<file path="config.mk">
export PLATFORM = sky130hd
export DESIGN_NAME = intfmux6_tx
export DESIGN_NICKNAME = d
export VERILOG_FILES = /design/src/rtl/intfmux6_tx.sv
export SDC_FILE = /design/constraint.sdc
export NUM_CORES = 1
export LEC_CHECK = 0
export ABC_AREA = 1
export CELL_PAD_IN_SITES_DETAIL_PLACEMENT = 2
export CELL_PAD_IN_SITES_GLOBAL_PLACEMENT = 2
export CORE_ASPECT_RATIO = 0.9
export CORE_MARGIN = 2
export CORE_UTILIZATION = 41
export DETAILED_ROUTE_END_ITERATION = 8
export DONT_BUFFER_PORTS = 1
export PLACE_DENSITY_LB_ADDON = 0.15
export SYNTH_ARGS = -nofsm -noshare
export SYNTH_HDL_FRONTEND = slang
export SYNTH_SLANG_ARGS = --single-unit
</file>
<file path="constraint.sdc">
create_clock -name iclk38 -period 6.3 [get_ports iclk38]
set_input_delay 0.315 -clock iclk38 [delete_from_list [all_inputs] [get_ports iclk38]]
set_output_delay 0.315 -clock iclk38 [all_outputs]
set_load 0.01 [all_outputs]
</file>
<file path="src/rtl/intfmux6_tx.sv">
// Transmit-side word serializer: 2-entry input FIFO feeding MUX line slices per frame, MSB slice first.
// Optional idle-frame counter (ufcnt/ufclr) is built when INTFMUX6_TX_UFCNT_EN is defined.
module intfmux6_tx #(
  parameter int                 LINEBIT = 12,
  parameter int                 MUX     = 6,
  parameter int                 BITTS   = 3,
  parameter logic [LINEBIT-1:0] IDLEPAT = 12'h000,
  parameter int                 DATABIT = MUX*LINEBIT
) (
  input  logic               iclk38,
  input  logic               rst,
  input  logic [DATABIT-1:0] idat,
  input  logic               ivld,
  output logic               ordy,
  output logic [LINEBIT-1:0] odat,
  output logic               osyn,
`ifdef INTFMUX6_TX_UFCNT_EN
  input  logic               ufclr,
  output logic [7:0]         ufcnt,
`endif
  output logic               ouflow
);

  localparam int               SRBIT   = (MUX-1)*LINEBIT;
  localparam logic [BITTS-1:0] PH_LAST = BITTS'(MUX-1);

  logic [BITTS-1:0]   cntph;
  logic [DATABIT-1:0] fifo_mem [2];
  logic [1:0]         fifo_cnt;
  logic [SRBIT-1:0]   sreg;
  logic               load;
  logic               wr;
  logic               pop;

  // Pop decisions use only registered FIFO state, so a write on the load edge waits a frame.
  assign load = (cntph == PH_LAST);
  assign ordy = !rst && (fifo_cnt != 2'd2);
  assign wr   = ivld && ordy;
  assign pop  = load && (fifo_cnt != 2'd0);

  // NOTE: sequential state uses non-blocking assignments so every register samples pre-edge values.
  always_ff @(posedge iclk38) begin
    if (rst) begin
      cntph <= '0;
    end else if (load) begin
      cntph <= '0;
    end else begin
      cntph <= cntph + 1'b1;
    end
  end

  always_ff @(posedge iclk38) begin
    if (rst) begin
      fifo_cnt <= 2'd0;
    end else begin
      case ({wr, pop})
        2'b10:   fifo_cnt <= fifo_cnt + 2'd1;
        2'b01:   fifo_cnt <= fifo_cnt - 2'd1;
        default: fifo_cnt <= fifo_cnt;
      endcase
    end
  end

  // NOTE: FIFO storage is not reset; fifo_cnt alone qualifies which entries hold data.
  always_ff @(posedge iclk38) begin
    if (wr) begin
      if (pop || (fifo_cnt == 2'd0)) begin
        fifo_mem[0] <= idat;
      end else begin
        fifo_mem[1] <= idat;
      end
    end else if (pop) begin
      fifo_mem[0] <= fifo_mem[1];
    end
  end

  always_ff @(posedge iclk38) begin
    if (rst) begin
      odat   <= '0;
      osyn   <= 1'b0;
      ouflow <= 1'b0;
      sreg   <= '0;
    end else if (load) begin
      osyn <= 1'b1;
      if (fifo_cnt != 2'd0) begin
        odat   <= fifo_mem[0][DATABIT-1 -: LINEBIT];
        sreg   <= fifo_mem[0][SRBIT-1:0];
        ouflow <= 1'b0;
      end else begin
        odat   <= IDLEPAT;
        sreg   <= {(MUX-1){IDLEPAT}};
        ouflow <= 1'b1;
      end
    end else begin
      odat   <= sreg[SRBIT-1 -: LINEBIT];
      sreg   <= sreg << LINEBIT;
      osyn   <= 1'b0;
      ouflow <= 1'b0;
    end
  end

`ifdef INTFMUX6_TX_UFCNT_EN
  // Counts on the same edge that raises ouflow; clear has priority.
  always_ff @(posedge iclk38) begin
    if (rst || ufclr) begin
      ufcnt <= 8'h00;
    end else if (load && (fifo_cnt == 2'd0) && (ufcnt != 8'hFF)) begin
      ufcnt <= ufcnt + 8'h01;
    end
  end
`endif

endmodule

</file>
==> impl_metrics.prom, run 1 <==
# TYPE chip_impl_metric gauge
chip_impl_info{name="status",value="finished clean"} 1
chip_impl_metric{name="vias_post_dr",unit=""} 5190
chip_impl_metric{name="slew-limit-headroom",unit="%"} 31.2
chip_impl_metric{name="layout.cell_area.non_filler",unit="µm²"} 9710
chip_impl_metric{name="dieArea",unit="µm²"} 20900
chip_impl_metric{name="gp_congestion",unit=""} 0.724
chip_impl_metric{name="synth_cells",unit=""} 714
chip_impl_info{name="cts_root_cell",value="sky130_fd_sc_hd__clkbuf_16"} 1
chip_impl_metric{name="fin_crit_sh",unit="%"} 51.0
chip_impl_metric{name="synthesis.area",unit="µm²"} 8100
chip_impl_metric{name="detail_route.vias_per_cell",unit=""} 4.93
chip_impl_metric{name="power.density_cell_area",unit="nW/µm²"} 322
chip_impl_metric{name="io-pin-count",unit=""} 90
chip_impl_metric{name="grt-ovfl-total",unit=""} 0
chip_impl_metric{name="power.share.switching",unit="%"} 20.7
chip_impl_metric{name="netlist.area_leader.share",unit="%"} 53.4
chip_impl_metric{name="max_cap_viol_count",unit=""} 0
chip_impl_metric{name="post_cts.repair.setup_buffers",unit=""} 0
chip_impl_info{name="startpoint",value="fifo_cnt[0]"} 1
chip_impl_metric{name="post_drt_wl_per_cell",unit="µm"} 19.0
chip_impl_metric{name="tightestPinTransition",unit="ns"} 1.03
chip_impl_metric{name="detailedPlacementHpwl",unit="µm"} 11600
chip_impl_metric{name="row_count",unit=""} 48
chip_impl_metric{name="grt_pass1_wl",unit="µm"} 32200
chip_impl_metric{name="vdd.ir_drop.worst",unit="mV"} 0.221
chip_impl_metric{name="die_x_extent",unit="µm"} 152
chip_impl_info{name="commonest_cells_in_the_synthesized_netlist",value="sky130_fd_sc_hd__nand2_1, sky130_fd_sc_hd__edfxtp_1, sky130_fd_sc_hd__dfxtp_1"} 1
chip_impl_metric{name="net-switching-power",unit="µW"} 646
chip_impl_metric{name="worst_setup_hold_path_clk_slew",unit="ns"} 0.06
chip_impl_info{name="worst_setup_path_start_kind",value="flip-flop"} 1
chip_impl_metric{name="clock_sinks",unit=""} 223
chip_impl_info{name="r2r_start",value="fifo_cnt[0]"} 1
chip_impl_metric{name="synth.ff_latch_count",unit=""} 223
chip_impl_metric{name="cts_buffer_depth",unit=""} 3
chip_impl_metric{name="yosysUniqueCellTypes",unit=""} 22
chip_impl_metric{name="cp.arrival",unit="ns"} 3.58
chip_impl_metric{name="timing_max_transition_violations_final",unit=""} 0
chip_impl_metric{name="fin_worst_skew",unit="ns"} 0.0246
chip_impl_metric{name="postRouteAntennaNets",unit=""} 0
chip_impl_metric{name="fin_setup_tns",unit="ns"} 0
chip_impl_info{name="synth_most_common_cell",value="sky130_fd_sc_hd__nand2_1"} 1
chip_impl_metric{name="area_growth",unit="%"} 20.0
chip_impl_info{name="timing.rr.end",value="fifo_mem[0][34]"} 1
chip_impl_metric{name="power.sequential.fraction",unit="%"} 51.7
chip_impl_info{name="unrepaired_setup_endpoints_after_global_routing",value="false"} 1
chip_impl_metric{name="post_dp_cell_area",unit="µm²"} 8210
chip_impl_metric{name="post_synth.cell_area_avg",unit="µm²"} 11.3
chip_impl_info{name="holdCritPathClass",value="input pin to flip-flop"} 1
chip_impl_metric{name="total_routing_usage_reported_by_global_routing",unit="%"} 19.7
chip_impl_info{name="critical_path.endpoint_type",value="flip-flop"} 1
chip_impl_metric{name="floorplan.initialDensity",unit="%"} 42.0
chip_impl_info{name="cp-endpoint",value="fifo_mem[0][34]"} 1
chip_impl_info{name="synthDominantAreaCellType",value="sky130_fd_sc_hd__edfxtp_1"} 1
chip_impl_metric{name="worstRegToRegCells",unit=""} 9
chip_impl_metric{name="final_layout_size_suffix_gt1_share",unit="%"} 8.73
chip_impl_metric{name="finalHoldViolations",unit=""} 0
chip_impl_metric{name="insertion_delay",unit="ns"} 0.52
chip_impl_metric{name="hold_ws",unit="ns"} 0.00391
chip_impl_metric{name="h-tree-depth",unit=""} 1
chip_impl_info{name="ys_top_cells_by_area",value="sky130_fd_sc_hd__edfxtp_1, sky130_fd_sc_hd__dfxtp_1, sky130_fd_sc_hd__nand2_1"} 1
chip_impl_metric{name="async_flop_share",unit="%"} 0
chip_impl_info{name="category_of_the_critical_setup_timing_path",value="flip-flop to flip-flop"} 1
chip_impl_info{name="ys.flop_type",value="sky130_fd_sc_hd__edfxtp_1"} 1
chip_impl_metric{name="synth_edf_count",unit=""} 144
chip_impl_metric{name="synth-seq-area-share",unit="%"} 72.9
chip_impl_info{name="cts_tree",value="yes"} 1
chip_impl_metric{name="wirelength",unit="µm"} 19900
chip_impl_metric{name="ys_warn_count",unit=""} 0
chip_impl_metric{name="detail_route.iter0.violations",unit=""} 220
chip_impl_metric{name="p_leak",unit="nW"} 4.01
chip_impl_metric{name="max_freq",unit="MHz"} 311
chip_impl_metric{name="comb_power_share",unit="%"} 4.3
chip_impl_metric{name="drc",unit=""} 0
chip_impl_metric{name="final_nets",unit=""} 862
chip_impl_metric{name="grt_pass1_vias",unit=""} 5858
chip_impl_metric{name="antenna_violations_before_repair",unit=""} 0
chip_impl_metric{name="cts_buffers",unit=""} 24
chip_impl_metric{name="antenna-diode-count",unit=""} 0
chip_impl_metric{name="synth.net_count",unit=""} 792
chip_impl_metric{name="critical_path_data_required_time",unit="ns"} 6.67
chip_impl_metric{name="chipHeight",unit="µm"} 137
chip_impl_metric{name="reg2reg_slack",unit="ns"} 3.09
chip_impl_metric{name="critical_path_peak_fanout",unit=""} 75
chip_impl_metric{name="p_clk_share",unit="%"} 44.0
chip_impl_metric{name="pin_count_of_the_biggest_net_entering_global_routing",unit=""} 76
chip_impl_metric{name="port_buffers",unit=""} 0
chip_impl_metric{name="initial_drt_pass_iterations",unit=""} 4
chip_impl_metric{name="final_period_minus_worst_setup_slack",unit="ns"} 3.21
chip_impl_metric{name="placeableCoreArea",unit="µm²"} 19300
chip_impl_metric{name="finalSetupViolCount",unit=""} 0
chip_impl_metric{name="post_cts_hold_buffer_count",unit=""} 73
chip_impl_metric{name="power_report.internal_total",unit="mW"} 2.48
chip_impl_metric{name="post_cts_resized",unit=""} 0
flip-flops by register name (all words and copies together), names as in the netlist:
| signal | count |
|---|---|
| fifo_cnt | 2 |
| fifo_mem | 144 |
| osyn | 1 |
| sreg | 60 |
| cntph | 3 |
| ouflow | 1 |
| odat | 12 |
area by class of cell:
class                           count  area [µm²]
Sequential cell                   223        5910
Tap cell                          250         313
Fill cell                        1890        9560
Clock buffer                       40         732
Timing Repair Buffer               78         768
Inverter                           19        76.3
Clock inverter                      4        42.5
Multi-Input combinational cell    438        1880
worst max-delay path: stages, from the launching register on:
cell,delay [ns]
sky130_fd_sc_hd__dfxtp_1,0.36
sky130_fd_sc_hd__inv_1,0.10
sky130_fd_sc_hd__a21oi_1,0.30
sky130_fd_sc_hd__nand2_1,0.24
sky130_fd_sc_hd__ha_2,0.25
sky130_fd_sc_hd__buf_4,0.36
sky130_fd_sc_hd__inv_2,0.60
sky130_fd_sc_hd__buf_4,0.55
sky130_fd_sc_hd__nand2_1,0.12
sky130_fd_sc_hd__nand2_1,0.13
kinds of logic after synthesis:
logic type	count (synthesis)	share of synthesized area [%]
and+or+nand+nor	430	22.1
DFF	223	72.9
buffers and inverters	53	4.16
AOI/OAI and AO/OA	4	0.278
adders and majority gates	3	0.464
xor gates and xnor gates	1	0.108
cells in the final DEF, fill, tap and decap left out, drive strengths merged:
| cell type | netlist | layout |
|---|---|---|
| nand4 | 1 | 1 |
| ha | 3 | 3 |
| nand3 | 60 | 60 |
| inv | 19 | 19 |
| nor3 | 1 | 1 |
| o21bai | 1 | 1 |
| nand2 | 345 | 345 |
| bufinv | 0 | 1 |
| xnor2 | 1 | 1 |
| o21ai | 1 | 1 |
| dlygate4sd3 | 0 | 73 |
| clkinv | 0 | 3 |
| edfxtp | 144 | 144 |
| buf | 27 | 5 |
| dfxtp | 79 | 79 |
| nor2 | 23 | 23 |
| a21oi | 2 | 2 |
| clkbuf | 7 | 40 |
worst min path at each step:
stage | slack (ns) | depth (start not counted) | to | from
floorplan | 0.39 | 1 | ouflow | rst
global placement | 0.40 | 1 | ouflow | rst
detailed placement | 0.41 | 1 | ouflow | rst
CTS | 0.0002 | 2 | fifo_mem[0][21] | idat[21]
global route | 0.003 | 2 | fifo_mem[0][68] | idat[68]
finish | 0.004 | 2 | fifo_mem[0][13] | idat[13]
power by group through the flow:
stage / clock network (mW) / logic [mW] / registers, mW
after CTS: 1.41 / 0.136 / 1.62
after floorplan: 0 / 0.0723 / 1.65
after global routing: 1.46 / 0.149 / 1.62
final: 1.38 / 0.134 / 1.62
after global placement: 0 / 0.0873 / 1.65
after detailed placement: 0 / 0.0939 / 1.65
stage by stage:
stage / util, % / cells / power, mW / setup WS (ns)
final: 50.4 / 1052 / 3.13 / 3.09
after global routing: 50.4 / 1052 / 3.23 / 2.73
after CTS: 50.4 / 1052 / 3.16 / 3.03
after detailed placement: 42.6 / 935 / 1.74 / 3.04
after global placement: 42.6 / 935 / 1.74 / 3.30
after floorplan: - / 714 / 1.72 / 1.60
per-layer routing:
| layer | track usage (%) | vias up | share of wire, % |
|---|---|---|---|
| li1 | - | 2471 | - |
| met3 | 3.18 | 28 | 3.3 |
| met4 | 4.52 | 0 | 2.0 |
| met5 | 0 | - | 0 |
| met2 | 36.5 | 98 | 52 |
| met1 | 24.4 | 2593 | 43 |
Power figures use the tool's default switching activity.
==> inputs of run 2 (changes only) <==
--- a/config.mk
+++ b/config.mk
@@ -10,7 +10,7 @@
 export CELL_PAD_IN_SITES_GLOBAL_PLACEMENT = 2
 export CORE_ASPECT_RATIO = 0.9
 export CORE_MARGIN = 2
-export CORE_UTILIZATION = 41
+export CORE_UTILIZATION = 37
 export DETAILED_ROUTE_END_ITERATION = 8
 export DONT_BUFFER_PORTS = 1
 export PLACE_DENSITY_LB_ADDON = 0.15
==> constraint.sdc (replaced) <==
create_clock -name iclk38 -period 2.9 [get_ports iclk38]
set_input_delay 0.145 -clock iclk38 [delete_from_list [all_inputs] [get_ports iclk38]]
set_output_delay 0.145 -clock iclk38 [all_outputs]
set_load 0.01 [all_outputs]
==> impl_metrics.prom, run 2 (synthesis gave the netlist of run 1 again) <==
# TYPE chip_impl_metric gauge
chip_impl_info{name="final_cell_mix",value="sky130_fd_sc_hd__nand2_1, sky130_fd_sc_hd__edfxtp_1, sky130_fd_sc_hd__dfxtp_1, sky130_fd_sc_hd__dlygate4sd3_1, sky130_fd_sc_hd__nand3_1"} 1
chip_impl_metric{name="grt_pass1_wl",unit="µm"} 32300
chip_impl_metric{name="post_dp_cell_area",unit="µm²"} 8320
chip_impl_metric{name="drc",unit=""} 0
chip_impl_metric{name="cts_buffers",unit=""} 24
chip_impl_info{name="cts_root_cell",value="sky130_fd_sc_hd__clkbuf_16"} 1
chip_impl_metric{name="pin_count_of_the_biggest_net_entering_global_routing",unit=""} 73
chip_impl_metric{name="worst_setup_hold_path_clk_slew",unit="ns"} 0.06
chip_impl_metric{name="tightestPinTransition",unit="ns"} 0.594
chip_impl_metric{name="floorplan.initialDensity",unit="%"} 37.5
chip_impl_metric{name="detailedPlacementHpwl",unit="µm"} 11900
chip_impl_metric{name="final_nets",unit=""} 866
chip_impl_info{name="critical_path.endpoint_type",value="flip-flop"} 1
chip_impl_info{name="mostFrequentLayoutCell",value="sky130_fd_sc_hd__nand2_1"} 1
chip_impl_metric{name="final_layout_size_suffix_gt1_share",unit="%"} 9.55
chip_impl_metric{name="power.density_cell_area",unit="nW/µm²"} 703
chip_impl_info{name="unrepaired_setup_endpoints_after_global_routing",value="false"} 1
chip_impl_metric{name="placeableCoreArea",unit="µm²"} 21600
chip_impl_info{name="worst_setup_path_start_kind",value="flip-flop"} 1
chip_impl_metric{name="h-tree-depth",unit=""} 1
chip_impl_metric{name="critical_path_peak_fanout",unit=""} 44
chip_impl_metric{name="p_leak",unit="nW"} 4.06
chip_impl_metric{name="final.setup.worst_slack",unit="ns"} 0.628
chip_impl_metric{name="critical_path_data_required_time",unit="ns"} 3.35
chip_impl_metric{name="initial_drt_pass_iterations",unit=""} 4
chip_impl_info{name="registers.top_by_ff_count",value="fifo_mem"} 1
chip_impl_metric{name="grt-ovfl-total",unit=""} 0
chip_impl_metric{name="max_freq",unit="MHz"} 440
chip_impl_metric{name="port_buffers",unit=""} 0
chip_impl_metric{name="fin_crit_sh",unit="%"} 78.4
chip_impl_metric{name="vias_post_dr",unit=""} 5142
chip_impl_metric{name="cts_buffer_depth",unit=""} 3
chip_impl_metric{name="finalSetupViolCount",unit=""} 0
chip_impl_metric{name="post_cts.repair.setup_buffers",unit=""} 0
chip_impl_metric{name="cp.arrival",unit="ns"} 2.72
chip_impl_metric{name="fin_worst_skew",unit="ns"} 0.00838
chip_impl_metric{name="grt_pass1_vias",unit=""} 5731
chip_impl_info{name="holdCritPathClass",value="input pin to flip-flop"} 1
chip_impl_metric{name="postRouteAntennaNets",unit=""} 0
chip_impl_info{name="category_of_the_critical_setup_timing_path",value="flip-flop to flip-flop"} 1
chip_impl_metric{name="area_growth",unit="%"} 21.8
chip_impl_metric{name="antenna-diode-count",unit=""} 0
chip_impl_metric{name="met3_wirelength",unit="µm"} 622
chip_impl_metric{name="chipHeight",unit="µm"} 144
chip_impl_metric{name="wl_met2",unit="µm"} 9740
chip_impl_metric{name="detail_route.iter0.violations",unit=""} 343
chip_impl_info{name="cts_tree",value="yes"} 1
chip_impl_metric{name="final_cell_count_no_fill",unit=""} 1097
chip_impl_metric{name="slew-limit-headroom",unit="%"} 60.4
chip_impl_metric{name="timing_max_transition_violations_final",unit=""} 0
chip_impl_info{name="status",value="finished clean"} 1
chip_impl_metric{name="met1Wirelength",unit="µm"} 9020
chip_impl_info{name="registers_with_the_highest_flip_flop_counts",value="fifo_mem x144, sreg x60, odat x12"} 1
chip_impl_info{name="max_used_layer",value="met4"} 1
chip_impl_metric{name="flip_flop_count_of_the_largest_register_all_copies_and_words_added",unit=""} 144
chip_impl_metric{name="wirelength",unit="µm"} 19800
chip_impl_metric{name="layout.cell_area.non_filler",unit="µm²"} 9860
chip_impl_metric{name="post_drt_wl_per_cell",unit="µm"} 18.0
chip_impl_metric{name="insertion_delay",unit="ns"} 0.51
chip_impl_metric{name="row_count",unit=""} 51
chip_impl_metric{name="die_x_extent",unit="µm"} 160
chip_impl_metric{name="detail_route.vias_per_cell",unit=""} 4.69
chip_impl_metric{name="clock_sinks",unit=""} 223
chip_impl_metric{name="post_cts_resized",unit=""} 0
chip_impl_metric{name="dieArea",unit="µm²"} 23100
chip_impl_metric{name="placed_cells_incl_taps",unit=""} 980
chip_impl_metric{name="p_total",unit="mW"} 6.93
chip_impl_metric{name="total_routing_usage_reported_by_global_routing",unit="%"} 17.9
chip_impl_metric{name="gp_congestion",unit=""} 0.734
chip_impl_metric{name="io-pin-count",unit=""} 90
chip_impl_metric{name="antenna_violations_before_repair",unit=""} 0
chip_impl_metric{name="max_cap_viol_count",unit=""} 0
chip_impl_metric{name="finalHoldViolations",unit=""} 0
chip_impl_metric{name="place_ws",unit="ns"} 0.639
chip_impl_metric{name="vdd.ir_drop.worst",unit="mV"} 0.386
chip_impl_metric{name="final_period_minus_worst_setup_slack",unit="ns"} 2.27
-- run 2: through the flow --
step | hold slack (ns) | TNS (ns) | utilization [%]
finish | 0.163 | 0 | 45.7
global route | 0.199 | 0 | 45.7
CTS | 0.146 | 0 | 45.7
detailed placement | 0.228 | 0 | 38.6
global placement | 0.227 | 0 | 38.6
floorplan | 0.224 | -39.03 | -
-- run 2: worst paths after layout --
| path | from | to | slack, ns | cells past startpoint |
|---|---|---|---|---|
| max | fifo_cnt[0] | fifo_cnt[1] | 0.63 | 10 |
| min | ivld | fifo_cnt[0] | 0.16 | 3 |
| max reg2reg | fifo_cnt[0] | fifo_cnt[1] | 0.63 | 10 |
| min reg2reg | sreg[3] | sreg[15] | 0.44 | 2 |
-- run 2: final cells by class --
| cell class | instances | area (µm²) |
|---|---|---|
| fillers | 2217 | 11700 |
| multi-input cells | 438 | 1880 |
| flip-flops and latches | 223 | 5910 |
| clock buffers | 37 | 732 |
| repair buffers | 82 | 823 |
| well taps | 291 | 364 |
| inverters | 19 | 76.3 |
| clock inverters | 7 | 82.6 |
-- run 2: where the power goes --
part	switching (mW)	internal [mW]	leakage, nW
Clock	1.21	1.91	0.401
Sequential	0.0302	3.48	1.96
Combinational	0.191	0.112	1.70
-- run 2: timing repair --
| item | 4_1_cts | 5_1_grt |
|---|---|---|
| hold endpoints to repair | 183 | 0 |
| hold buffers | 73 | 0 |
| endpoints found under the setup margin | 0 | 0 |
-- run 2: layer usage --
layer  vias to the layer above  global-route usage, %
met5                         -                      0
met4                         0                   4.17
met3                        30                   2.70
met2                        94                   31.3
met1                      2534                   23.7
li1                       2484                      -
-- run 2: worst max-delay path: stages (launching register included) --
cell and delay [ns]:
sky130_fd_sc_hd__dfxtp_1 0.37, sky130_fd_sc_hd__inv_1 0.09, sky130_fd_sc_hd__a21oi_1 0.31, sky130_fd_sc_hd__nand2_1 0.25
sky130_fd_sc_hd__ha_2 0.28, sky130_fd_sc_hd__inv_2 0.06, sky130_fd_sc_hd__buf_4 0.45, sky130_fd_sc_hd__nand2_1 0.13
sky130_fd_sc_hd__nand4_1 0.10, sky130_fd_sc_hd__nand2_1 0.07, sky130_fd_sc_hd__nor2_1 0.09
